--- config.mk ---
export PLATFORM = sky130hd
export DESIGN_NAME = interconn_recv_fifo
export DESIGN_NICKNAME = d
export VERILOG_FILES = /design/src/rtl/interconn_recv_fifo_pkg.sv /design/src/rtl/interconn_recv_fifo.sv
export SDC_FILE = /design/constraint.sdc
export NUM_CORES = 1
export LEC_CHECK = 0
export CELL_PAD_IN_SITES_DETAIL_PLACEMENT = 0
export CELL_PAD_IN_SITES_GLOBAL_PLACEMENT = 2
export CORE_MARGIN = 2
export CORE_UTILIZATION = 25
export DETAILED_ROUTE_END_ITERATION = 8
export DONT_BUFFER_PORTS = 1
export PLACE_DENSITY_LB_ADDON = 0.08
export SLEW_MARGIN = 10
export SYNTH_ARGS = -nofsm -noshare
export SYNTH_HDL_FRONTEND = slang
export SYNTH_SLANG_ARGS = --single-unit
export TNS_END_PERCENT = 1
--- constraint.sdc ---
create_clock -name clk -period 17.6 [get_ports clk]
set_clock_uncertainty 0.05 [all_clocks]
set_input_delay 4.4 -clock clk [delete_from_list [all_inputs] [get_ports clk]]
set_output_delay 4.4 -clock clk [all_outputs]
set_load 0.01 [all_outputs]
--- src/rtl/interconn_recv_fifo_pkg.sv ---
// rtl/interconn_recv_fifo_pkg.sv - shared MVU widths and receive entry layout
package interconn_recv_fifo_pkg;

    localparam int MVU_N     = 8;
    localparam int MVU_W     = 64;
    localparam int MVU_BADDR = 15;

    typedef struct packed {
        logic [MVU_N-1:0]     from;
        logic [MVU_BADDR-1:0] addr;
        logic [MVU_W-1:0]     word;
    } mvu_entry_t;

endpackage

--- src/rtl/interconn_recv_fifo.sv ---
// rtl/interconn_recv_fifo.sv - first-word-fall-through receive FIFO between interconnect and local memory
module interconn_recv_fifo
    import interconn_recv_fifo_pkg::*;
#(
    parameter int N     = MVU_N,
    parameter int W     = MVU_W,
    parameter int BADDR = MVU_BADDR,
    parameter int DEPTH = 8,
    parameter int AFULL = DEPTH - 2,
    localparam int AW   = $clog2(DEPTH),
    localparam int CW   = AW + 1
) (
    input  logic             clk,
    input  logic             clr_n,
    input  logic             recv_en,
    input  logic [N-1:0]     recv_from,
    input  logic [BADDR-1:0] recv_addr,
    input  logic [W-1:0]     recv_word,
    input  logic             wr_ready,
    output logic             wr_en,
    output logic [N-1:0]     wr_from,
    output logic [BADDR-1:0] wr_addr,
    output logic [W-1:0]     wr_word,
    output logic [CW-1:0]    count,
    output logic             empty,
    output logic             full,
    output logic             afull,
    output logic             ovf,
    output logic [7:0]       drop_cnt,
    input  logic             ovf_clr
);

    // Same field order as mvu_entry_t, re-sized to this instance's parameters.
    typedef struct packed {
        logic [N-1:0]     from;
        logic [BADDR-1:0] addr;
        logic [W-1:0]     word;
    } entry_t;

    localparam logic [CW-1:0] DEPTH_C = CW'(DEPTH);
    localparam logic [CW-1:0] AFULL_C = CW'(AFULL);

    entry_t          mem_q [DEPTH];
    entry_t          head;
    logic [CW-1:0]   wptr_q, wptr_d;
    logic [CW-1:0]   rptr_q, rptr_d;
    logic [CW-1:0]   count_q, count_d;
    logic            ovf_q, ovf_d;
    logic [7:0]      drop_cnt_q, drop_cnt_d;
    logic            pop, push, drop;

    assign empty = (count_q == '0);
    assign full  = (count_q == DEPTH_C);
    assign afull = (count_q >= AFULL_C);
    assign count = count_q;

    assign head    = mem_q[rptr_q[AW-1:0]];
    assign wr_en   = !empty;
    assign wr_from = head.from;
    assign wr_addr = head.addr;
    assign wr_word = head.word;

    // A pop frees the slot in the same edge, so a full FIFO still accepts.
    assign pop  = wr_en && wr_ready;
    assign push = recv_en && (!full || pop);
    assign drop = recv_en && full && !pop;

    always_comb begin
        wptr_d     = wptr_q;
        rptr_d     = rptr_q;
        count_d    = count_q;
        ovf_d      = ovf_q;
        drop_cnt_d = drop_cnt_q;
        if (push) wptr_d = wptr_q + CW'(1);
        if (pop)  rptr_d = rptr_q + CW'(1);
        if (push && !pop)      count_d = count_q + CW'(1);
        else if (pop && !push) count_d = count_q - CW'(1);
        if (drop) begin
            ovf_d = 1'b1;
            if (ovf_clr)                  drop_cnt_d = 8'd1;
            else if (drop_cnt_q != 8'hFF) drop_cnt_d = drop_cnt_q + 8'd1;
        end else if (ovf_clr) begin
            ovf_d      = 1'b0;
            drop_cnt_d = 8'd0;
        end
    end

    always_ff @(posedge clk or negedge clr_n) begin
        if (!clr_n) begin
            wptr_q     <= '0;
            rptr_q     <= '0;
            count_q    <= '0;
            ovf_q      <= 1'b0;
            drop_cnt_q <= 8'd0;
        end else begin
            wptr_q     <= wptr_d;
            rptr_q     <= rptr_d;
            count_q    <= count_d;
            ovf_q      <= ovf_d;
            drop_cnt_q <= drop_cnt_d;
        end
    end

    // Storage is deliberately left out of reset; the pointers define validity.
    always_ff @(posedge clk) begin
        if (push) mem_q[wptr_q[AW-1:0]] <= '{from: recv_from, addr: recv_addr, word: recv_word};
    end

    assign ovf      = ovf_q;
    assign drop_cnt = drop_cnt_q;

endmodule

==> results_dict.tcl <==
set metrics [dict create \
    fin_area_um2 31800 \
    ys_top_cells_by_count "edfxtp_1 (696), mux4_2 (174), mux2_2 (88)" \
    setup_viol_count_final 0 \
    yosysTopAreaCellShare_pct 76.6 \
    finish.utilization_pct 29.3 \
    track_usage_pct 12.1 \
    tritoncts "yes" \
    nNetsFinal 1288 \
    slew_headroom_pct 33.6 \
    syn-num-nets 1223 \
    power_mw 5.41 \
    gp_congestion 0.661 \
    core_um2 109000 \
    area_growth_pct 16.6 \
    antenna_left 0 \
    synth_flop_cell "edfxtp_1" \
    totalWireLength_um 67300 \
    root_buffer "clkbuf_16" \
    p_per_area_nw_per_um2 170 \
    via_per_inst 4.37 \
    pre_cts_ws_ns 9.52 \
    syn-mean-instance-area_um2 24.3 \
    place_area_um2 29000 \
    grt_max_degree 54 \
    h-tree-depth 3 \
    worst_pin_slew_ns 0.996 \
    grt_pass1_vias 12900 \
    cp_max_fo 44 \
    cp_data_arrival_time_ns 4.10 \
    rows 121 \
    critPathKind "flip-flop to primary output" \
    postCtsSetupRepairBufs 0 \
    clkTransAtPathRegs_ns 0.06 \
    synth_most_common_cell "edfxtp_1" \
    ir_worst_vdd_mv 0.0759 \
    fin_crit_ns 8.55 \
    drc 0 \
    vias 11700 \
    dp_hpwl_um 34400 \
    clock_latency_ns 0.65 \
    grt_pass1_wl_um 96200 \
    synth_area_leaders "edfxtp_1 (77%), mux4_2 (14%), mux2_2 (3.6%)" \
    synth_async_sr_flop_share_pct 2.66 \
    fillers 10500 \
    syn_area_um2 27300 \
    rsz0062_at_grt "no" \
    yosys.area.top_type "edfxtp_1" \
    ios 196 \
    syn_inst 1124 \
    ys_warn_count 0 \
    synth_cell_types 49 \
    start_util_pct 25.1 \
    antenna_found_initial 0 \
    clk_path_buf_depth 3 \
    drtIter0Drc 770 \
    status "finished, final reports clean" \
    numCtsBuffers 88 \
    port_buffers 0 \
    post_drt_wl_per_cell_um 25.1 \
    period_share_pct 48.6 \
    drv.max_cap_violation_count 0 \
    hold_viol 0 \
    clock.fmax_mhz 117 \
    grt_overflow 0 \
    layout-drive-gt1-share_pct 34.3 \
    end_kind "primary output" \
    synth_edf_count 696 \
    p_leak_nw 9.78 \
    cp.required_ns 13.15 \
    first_pass_iters 4 \
    ys_seq_area_share_pct 78.4 \
    die_x_um 334 \
    postCtsHoldBufs 0 \
    ys_ff_latch 715 \
    hold_class "flip-flop to flip-flop" \
    setup_ws_ns 9.05 \
    post_cts_resize_count 0 \
    crit_path_start_kind "flip-flop" \
    fp.dieH_um 334 \
    drv_slew 0 \
    tns_ns 0 \
    cts.sinks 715 \
    die-area_um2 112000 \
]
-- cell families after synthesis --
group,Yosys count,synth area share [%]
buf+inv,58,1.30
mux,265,18.1
fa+ha+maj,7,0.349
flops,715,78.4
simple gates,49,1.06
compound gates,24,0.610
xor+xnor,6,0.193
-- through the flow --
| stage | std cells | hold slack (ns) |
|---|---|---|
| global placement | 2513 | 0.524 |
| finish | 2676 | 0.528 |
| global route | 2675 | 0.571 |
| floorplan | 1124 | 0.467 |
| CTS | 2675 | 0.534 |
| detailed placement | 2513 | 0.523 |
-- worst max-delay path: stages, from the launching register on --
cell	delay, ns
dfrtp_4	0.94
buf_4	0.62
buf_4	0.83
mux4_2	0.59
mux2_2	0.34
-- registers in the layout (all words and copies together), names as in the netlist --
| register | count |
|---|---|
| mem_q | 696 |
| count | 4 |
| wptr_q | 3 |
| rptr_q | 3 |
| ovf | 1 |
| drop_cnt | 8 |
-- power by group --
part | internal, mW | switching, mW
Combinational | 0.609 | 0.768
Clock | 1.06 | 0.707
Sequential | 2.14 | 0.137
Total | 3.80 | 1.61
-- placed cells by master, fill, tap and decap left out, drive strengths merged, types with 2 or more instances in the layout --
master	n
edfxtp	696
mux4	174
clkbuf	105
mux2	89
clkinv	42
buf	27
dfrtp	19
nand2	13
inv	10
bufinv	9
nor3	9
a21oi	7
xnor2	6
ha	6
nand2b	5
nor2	5
o21ai	4
a211oi	3
a21o	2
nand4	2
nand4b	2
a31oi	2
mux2i	2
clkinvlp	2
nor4	2
nand3b	2
and2	2
-- worst paths after layout --
kind	slack, ns	cells past startpoint	start	endpoint
hold / removal	0.53	2	ovf	ovf
max in group asynchronous	14.02	0	clr_n	drop_cnt[1]
setup / recovery	9.05	4	rptr_q[0]	wr_word[48]
setup reg to reg	13.53	7	count[0]	mem_q[3][42]
min in group asynchronous	3.38	0	clr_n	count[0]
hold reg to reg	0.53	2	ovf	ovf
-- area by class of cell --
class	instances	area, µm²	share of cell area (%)
clock buffer	105	2290	7.19
multi-input combinational	351	5590	17.6
clock inverter	57	537	1.69
tap	1414	1770	5.56
timing repair buffer	27	203	0.637
antenna	1	2.50	0.00787
inverter	6	22.5	0.0708
sequential	715	21400	67.3
-- layer usage --
layer	vias to the layer above	routed length (µm)	GRT usage [%]
li1	4953	-	-
met1	6401	28500	14.9
met2	234	32900	20.1
met3	96	4310	4.12
met4	0	1610	3.61
met5	-	0	0
(Power assumes the default switching activity.)
